**src/rtl/cpu_pkg.sv**
```systemverilog
// Shared definitions for the RV32I pipeline front end.
// Holds the data-path widths, the reset fetch address default, the canonical
// NOP encoding and the fetch slot record used by the instruction fetch stage.
package cpu_pkg;

  localparam int XLEN = 32;
  localparam int ILEN = 32;

  localparam logic [XLEN-1:0] RESET_PC_DEFAULT = 32'h0000_0000;

  // addi x0, x0, 0
  localparam logic [ILEN-1:0] NOP_INSTR = 32'h0000_0013;

  // One entry of the fetch slot queue: the PC it was fetched from, the
  // returned instruction word, and whether that word has arrived yet.
  typedef struct packed {
    logic [XLEN-1:0] pc;
    logic [ILEN-1:0] instr;
    logic            filled;
  } fetch_slot_t;

endpackage

```
**src/rtl/fetch_slot_queue.sv**
```systemverilog
// In-order fetch slot queue.
// A slot is allocated (with its PC) when a fetch request is accepted, filled
// when the matching response returns, and freed when decode takes it.
// Three circular pointers track the next slot to allocate, the oldest
// unfilled slot and the head slot presented to decode.
//
// Ports:
//   clk, rst           clock, synchronous active-high reset
//   clear_i            drop every slot and rewind all pointers
//   alloc_i/alloc_pc_i allocate a slot at the alloc pointer with this PC
//   fill_i/fill_data_i write the oldest unfilled slot and mark it filled
//   pop_i              free the head slot
//   head_o             current head slot
//   alloc_count_o      number of allocated slots (0..DEPTH)
//   unfilled_count_o   number of allocated slots still awaiting data
module fetch_slot_queue
  import cpu_pkg::*;
#(
  parameter int  DEPTH = 4,
  localparam int PW    = $clog2(DEPTH),
  localparam int CW    = PW + 1
) (
  input  logic            clk,
  input  logic            rst,
  input  logic            clear_i,
  input  logic            alloc_i,
  input  logic [XLEN-1:0] alloc_pc_i,
  input  logic            fill_i,
  input  logic [ILEN-1:0] fill_data_i,
  input  logic            pop_i,
  output fetch_slot_t     head_o,
  output logic [CW-1:0]   alloc_count_o,
  output logic [CW-1:0]   unfilled_count_o
);

  fetch_slot_t slots_q [DEPTH];
  fetch_slot_t slots_d [DEPTH];

  logic [PW-1:0] alloc_ptr_q, alloc_ptr_d;
  logic [PW-1:0] fill_ptr_q,  fill_ptr_d;
  logic [PW-1:0] head_ptr_q,  head_ptr_d;
  logic [CW-1:0] alloc_cnt_q, alloc_cnt_d;
  logic [CW-1:0] unfill_cnt_q, unfill_cnt_d;

  // The alloc, fill and head slots are always distinct when their enables
  // are legal (alloc only when not full, fill only when something is
  // unfilled, pop only when the head is filled), so the writes below never
  // collide on one slot.
  always_comb begin
    slots_d      = slots_q;
    alloc_ptr_d  = alloc_ptr_q;
    fill_ptr_d   = fill_ptr_q;
    head_ptr_d   = head_ptr_q;
    alloc_cnt_d  = alloc_cnt_q;
    unfill_cnt_d = unfill_cnt_q;

    if (clear_i) begin
      for (int i = 0; i < DEPTH; i++) begin
        slots_d[i].filled = 1'b0;
      end
      alloc_ptr_d  = '0;
      fill_ptr_d   = '0;
      head_ptr_d   = '0;
      alloc_cnt_d  = '0;
      unfill_cnt_d = '0;
    end else begin
      if (pop_i) begin
        slots_d[head_ptr_q].filled = 1'b0;
        head_ptr_d = head_ptr_q + PW'(1);
      end
      if (fill_i) begin
        slots_d[fill_ptr_q].instr  = fill_data_i;
        slots_d[fill_ptr_q].filled = 1'b1;
        fill_ptr_d = fill_ptr_q + PW'(1);
      end
      if (alloc_i) begin
        slots_d[alloc_ptr_q].pc     = alloc_pc_i;
        slots_d[alloc_ptr_q].filled = 1'b0;
        alloc_ptr_d = alloc_ptr_q + PW'(1);
      end
      alloc_cnt_d  = alloc_cnt_q + CW'(alloc_i) - CW'(pop_i);
      unfill_cnt_d = unfill_cnt_q + CW'(alloc_i) - CW'(fill_i);
    end
  end

  always_ff @(posedge clk) begin
    if (rst) begin
      for (int i = 0; i < DEPTH; i++) begin
        slots_q[i] <= '0;
      end
      alloc_ptr_q  <= '0;
      fill_ptr_q   <= '0;
      head_ptr_q   <= '0;
      alloc_cnt_q  <= '0;
      unfill_cnt_q <= '0;
    end else begin
      for (int i = 0; i < DEPTH; i++) begin
        slots_q[i] <= slots_d[i];
      end
      alloc_ptr_q  <= alloc_ptr_d;
      fill_ptr_q   <= fill_ptr_d;
      head_ptr_q   <= head_ptr_d;
      alloc_cnt_q  <= alloc_cnt_d;
      unfill_cnt_q <= unfill_cnt_d;
    end
  end

  assign head_o           = slots_q[head_ptr_q];
  assign alloc_count_o    = alloc_cnt_q;
  assign unfilled_count_o = unfill_cnt_q;

endmodule

```
**src/rtl/if_stage.sv**
```systemverilog
// Instruction fetch stage of the 5-stage RV32I pipeline.
// Owns the fetch PC, issues word fetches to instruction memory, buffers the
// returned words in an in-order slot queue and hands {pc, instr, pc+4} to
// decode. A redirect from EX restarts fetch at a new PC; responses that were
// already in flight are counted in drop_cnt and discarded when they return.
//
// Handshakes: every valid/ready pair transfers exactly in a cycle where both
// are high at the rising clock edge. A valid, once raised, only depends on
// registered state (request port) or on registered state and redirect_i
// (decode port); no valid ever depends on its own ready.
//
// Ports:
//   clk, rst                 clock, synchronous active-high reset
//   imem_req_valid_o/ready_i fetch request handshake
//   imem_req_addr_o          word-aligned fetch address
//   imem_rsp_valid_i/data_i  in-order responses, no backpressure
//   redirect_i/redirect_pc_i EX redirect and its target
//   id_valid_o/id_ready_i    decode handshake
//   pc_o, instr_o, pc_plus4_o head instruction and its sequential successor
module if_stage
  import cpu_pkg::*;
#(
  parameter logic [XLEN-1:0] RESET_PC   = RESET_PC_DEFAULT,
  parameter int              FIFO_DEPTH = 4
) (
  input  logic            clk,
  input  logic            rst,
  output logic            imem_req_valid_o,
  input  logic            imem_req_ready_i,
  output logic [XLEN-1:0] imem_req_addr_o,
  input  logic            imem_rsp_valid_i,
  input  logic [ILEN-1:0] imem_rsp_data_i,
  input  logic            redirect_i,
  input  logic [XLEN-1:0] redirect_pc_i,
  input  logic            id_ready_i,
  output logic            id_valid_o,
  output logic [XLEN-1:0] pc_o,
  output logic [ILEN-1:0] instr_o,
  output logic [XLEN-1:0] pc_plus4_o
);

  localparam int PW = $clog2(FIFO_DEPTH);
  localparam int CW = PW + 1;

  logic [XLEN-1:0] fetch_pc_q, fetch_pc_d;
  logic [CW-1:0]   drop_cnt_q, drop_cnt_d;

  logic [CW-1:0]   alloc_count;
  logic [CW-1:0]   unfilled_count;
  fetch_slot_t     head;

  logic            req_hs;
  logic            fill_en;
  logic            pop_en;
  logic            head_show;
  logic [CW:0]     outstanding;
  logic [CW-1:0]   redirect_drop;

  // Every accepted request owns either an unfilled slot or a drop credit, so
  // this sum is the number of responses still owed by memory. Capping it at
  // FIFO_DEPTH keeps drop_cnt and the slot counters inside CW bits.
  assign outstanding = {1'b0, unfilled_count} + {1'b0, drop_cnt_q};

  assign imem_req_valid_o = ~rst
                          & (alloc_count < CW'(FIFO_DEPTH))
                          & (outstanding < (CW+1)'(FIFO_DEPTH));
  assign imem_req_addr_o  = fetch_pc_q;
  assign req_hs           = imem_req_valid_o & imem_req_ready_i;

  // Responses go to a slot only once all stale responses have been skipped.
  assign fill_en = imem_rsp_valid_i & ~redirect_i
                 & (drop_cnt_q == '0) & (unfilled_count != '0);

  assign head_show  = head.filled & ~rst;
  assign id_valid_o = head_show & ~redirect_i;
  assign pop_en     = id_valid_o & id_ready_i;

  assign pc_o       = head_show ? head.pc : '0;
  assign instr_o    = head_show ? head.instr : '0;
  assign pc_plus4_o = head_show ? head.pc + XLEN'(4) : '0;

  fetch_slot_queue #(
    .DEPTH (FIFO_DEPTH)
  ) u_slots (
    .clk              (clk),
    .rst              (rst),
    .clear_i          (redirect_i),
    .alloc_i          (req_hs),
    .alloc_pc_i       (fetch_pc_q),
    .fill_i           (fill_en),
    .fill_data_i      (imem_rsp_data_i),
    .pop_i            (pop_en),
    .head_o           (head),
    .alloc_count_o    (alloc_count),
    .unfilled_count_o (unfilled_count)
  );

  always_comb begin
    fetch_pc_d = fetch_pc_q;
    drop_cnt_d = drop_cnt_q;

    // On redirect every owed response becomes stale, including one accepted
    // this very cycle (it used the old PC); a response arriving now settles
    // one of them. The request cap guarantees this fits in CW bits.
    redirect_drop = outstanding[CW-1:0] + CW'(req_hs);
    if (imem_rsp_valid_i && (redirect_drop != '0)) begin
      redirect_drop = redirect_drop - CW'(1);
    end

    if (redirect_i) begin
      fetch_pc_d = redirect_pc_i & ~XLEN'(3);
      drop_cnt_d = redirect_drop;
    end else begin
      if (req_hs) begin
        fetch_pc_d = fetch_pc_q + XLEN'(4);
      end
      if (imem_rsp_valid_i && (drop_cnt_q != '0)) begin
        drop_cnt_d = drop_cnt_q - CW'(1);
      end
    end
  end

  always_ff @(posedge clk) begin
    if (rst) begin
      fetch_pc_q <= RESET_PC;
      drop_cnt_q <= '0;
    end else begin
      fetch_pc_q <= fetch_pc_d;
      drop_cnt_q <= drop_cnt_d;
    end
  end

  // A response with nothing owed is a memory protocol violation; it is
  // ignored by the datapath above.
  always_ff @(posedge clk) begin
    if (!rst) begin
      assert (!(imem_rsp_valid_i && (drop_cnt_q == '0) && (unfilled_count == '0)))
        else $error("if_stage: imem response with no request outstanding");
    end
  end

endmodule

```
**config.mk**
```make
export PLATFORM = sky130hd
export DESIGN_NAME = if_stage
export DESIGN_NICKNAME = d
export VERILOG_FILES = /design/src/rtl/cpu_pkg.sv /design/src/rtl/fetch_slot_queue.sv /design/src/rtl/if_stage.sv
export SDC_FILE = /design/constraint.sdc
export NUM_CORES = 1
export LEC_CHECK = 0
export ABC_AREA = 1
export ABC_CLOCK_PERIOD_IN_PS = 3050
export BUFFER_PORTS_ARGS = -buffer_cell sky130_fd_sc_hd__buf_2
export CAP_MARGIN = 20
export CORE_ASPECT_RATIO = 2
export CORE_MARGIN = 5
export CORE_UTILIZATION = 53
export DETAILED_ROUTE_END_ITERATION = 12
export PLACE_DENSITY_LB_ADDON = 0.2
export SYNTH_ARGS = -nofsm -noshare
export SYNTH_HDL_FRONTEND = slang
export SYNTH_SLANG_ARGS = --single-unit
export TNS_END_PERCENT = 100
```
**constraint.sdc**
```tcl
create_clock -name clk -period 3.05 [get_ports clk]
set_input_delay 0.305 -clock clk [delete_from_list [all_inputs] [get_ports clk]]
set_output_delay 0.305 -clock clk [all_outputs]
set_load 0.005 [all_outputs]
```
==> results.toml <==
[cts]
clk_latency_ns = 0.55
clock_tree.root_cell = "clkbuf_16"
clk_path_buf_depth = 3
cts_tree = "yes"
clock-sinks = 297
path_clk_slew_ns = 0.07
numCtsBuffers = 25
htree_num_levels = 1
hold_buffers = 0

[sta]
finalCriticalPeriod_ns = 3.023
slew_violations = 0
fmax_ghz = 0.3308
finClkSkew_ns = 0.01722
timing.final.crit_share_pct = 99.10
finalHoldViolations = 0
whs_ns = 0.02953
final-setup-viol-count = 0
tightest_slew_ns = 0.9978
slew_headroom_pct = 33.48
grt_setup_unrepaired = "true"

[grt]
first_global_vias = 15532
grt_max_degree = 111
grt_pass1_wl_mm = 81.08
grt.total_usage_pct = 29.88
antenna_found_initial = 4
grt-ovfl-total = 0

[critical_path]
cp_max_fo = 17
crit_type = "flop to primary output"
cp_data_arrival_time_ns = 2.72
required_ns = 2.74
end_kind = "primary output"
start_kind = "flop"

[place]
port_buffers = 191
placed_cell_area_mm2 = 0.01694
dp_cells = 2943
gp_congestion = 0.9776
dp_hpwl_mm = 37.08

[run]
cap_viol_max_count = 0

[yosys]
synth_cells = 2487
synth.avg_cell_area_um2 = 6.330
synth_edf_count = 0
ys.flop_type = "dfxtp_1"
yosysSeqAreaShare_pct = 37.77
synth.ff_latch_count = 297
ys_warn_count = 0
async_flop_share_pct = 0
syn_area_mm2 = 0.01574
synth.distinct_cells = 37

[cells_and_area]
drive_gt1_share_pct = 16.10
final_cells = 3017
area_growth_pct = 17.99
fin_nets = 2734
final_util_pct = 63.19
final_cell_area_mm2 = 0.01858

[pwr]
clockPowerShare_pct = 41.0
p_int_uw = 6125
pwr-share-comb_pct = 9.8
power_uw = 8225
seqPwrFrac_pct = 49.2
peakVddDrop_v = 0.0005902
p_sw_uw = 2100
switching_share_pct = 25.53
powerDensity_mw_per_mm2 = 442.8
p_leak_uw = 0.007488

[drt]
drc_errors = 0
drt-total-wl_mm = 54.79
drt-initial-drc-count = 1081
antenna_left = 0
vias = 16653
vias_per_cell = 5.520
drt-wirelength-per-cell_um = 18.16
firstDrtPassIters = 8

[die]
initial_utilization_pct = 53.55
dieHeight_um = 253.7
ioPinCount = 200
rows = 89
core-area_mm2 = 0.02940
die_x_um = 131.9
die_area_mm2 = 0.03346

[min_path]
holdCritPathClass = "primary input to flop"

[status]
outcome = "completed"
==> layout by cell type (no fill, tap or decap), types with 10 or more instances in the layout <==
cell,count
nand3_1,99
buf_12,13
buf_4,58
nor2_2,34
o21ai_1,20
nor2_1,390
nand2_2,36
nor3_1,13
dfxtp_1,295
nand2_1,605
inv_1,178
inv_2,10
nand4_1,13
buf_2,191
clkbuf_16,32
o21ai_0,266
xor2_1,16
ha_1,26
a21oi_1,265
==> per-stage QoR <==
step / TNS (ns) / setup slack [ns]
finish: 0 / 0.02745
CTS: 0 / 0.003533
detailed placement: 0 / 0.1186
floorplan: 0 / 0.1054
global route: -0.5384 / -0.06896
global placement: 0 / 0.1489
==> final timing paths <==
kind                                            start                    to  slack (ns)  cells past startpoint
worst min-delay path              imem_rsp_data_i[15]   u_slots.slots_q[16]        0.03                      3
worst min register to register   u_slots.slots_q[161]  u_slots.slots_q[161]        0.45                      2
worst max-delay path            u_slots.head_ptr_q[0]        pc_plus4_o[17]        0.03                     13
worst max register to register          drop_cnt_q[0]         drop_cnt_q[1]        0.17                     16
==> worst max-delay path: stages (launching register included) <==
cell and delay [ns]:
dfxtp_4 0.38, buf_12 0.15, clkinv_16 0.09, clkbuf_16 0.18, nand2_1 0.07, nand3_1 0.07
nand2_1 0.17, nor2_1 0.21, nand2_1 0.17, nor2_4 0.22, nand2_1 0.10, xor2_1 0.14
nor2_1 0.09, buf_2 0.12
==> flip-flops by register name (all words and copies together) (netlist names) <==
register / count
u_slots.fill_ptr_q: 2
u_slots.alloc_ptr_q: 2
imem_req_addr_o: 30
u_slots.alloc_count_o: 3
drop_cnt_q: 3
u_slots.slots_q: 252
u_slots.head_ptr_q: 2
u_slots.unfilled_count_o: 3
==> layer usage <==
metal / part of all wire [%] / vias up / track usage, %
met2: 53 / 656 / 57.13
met1: 33 / 7583 / 29.71
met3: 6.0 / 208 / 4.101
met4: 7.6 / 4 / 19.18
li1: - / 8202 / -
met5: 0.053 / - / 0
==> layout make-up <==
| cell class | instances | area (um^2) |
|---|---|---|
| multi-input cells | 1836 | 8533 |
| fillers | 2835 | 10820 |
| well taps | 364 | 455.4 |
| flip-flops and latches | 297 | 5953 |
| diodes | 1 | 2.502 |
| clock inverters | 8 | 123.9 |
| inverters | 191 | 745.7 |
| repair buffers | 283 | 2041 |
| clock buffers | 37 | 720.7 |
==> power groups by stage <==
stage | registers (uW) | logic (uW) | clock network (uW)
final | 4050 | 807 | 3370
after global routing | 4050 | 905 | 3580
after CTS | 4050 | 784 | 3410
after detailed placement | 4140 | 777 | 0
after global placement | 4130 | 766 | 0
after floorplan | 4090 | 505 | 0
==> Yosys cell counts, types with 3 or more instances <==
cell type  number  area, um^2
nand2_1       639        2399
nor2_1        417        1565
dfxtp_1       297        5946
o21ai_0       269        1346
a21oi_1       265        1326
inv_1         180       675.7
nand3_1        99       495.5
clkbuf_1       92       345.3
buf_2          42       210.2
ha_1           27       337.8
buf_4          18       135.1
o21ai_1        18       90.09
xor2_1         18       157.7
nor2_2         14       87.58
nand4_1        13       81.33
nor3_1         13       65.06
buf_1          11       41.29
a31oi_1         9       56.30
inv_2           8       30.03
xnor2_1         7       61.31
buf_6           4       45.04
nand2_2         4       25.02
fa_1            3       60.06
or2_2           3       18.77
==> timing repair <==
action | in CTS | in global routing
cloned | 1 | 10
gates resized for setup | 21 | 95
pin swaps | 2 | 20
endpoints found under the setup margin | 22 | 31
setup buffers | 1 | 16
==> cell families (layout without fill, tap and decap cells) <==
kind of cell | after synthesis | count (layout) | synth area share, %
AO/OA/AOI/OAI | 565 | 565 | 18.11
XOR/XNOR | 25 | 25 | 1.391
adder cells (fa/ha/maj) | 30 | 30 | 2.527
buffers and inverters | 359 | 519 | 9.617
flip-flops | 297 | 297 | 37.77
other | 1 | 7 | 0.02382
AND/OR/NAND/NOR | 1210 | 1210 | 30.56
Power figures use the tool's default switching activity.
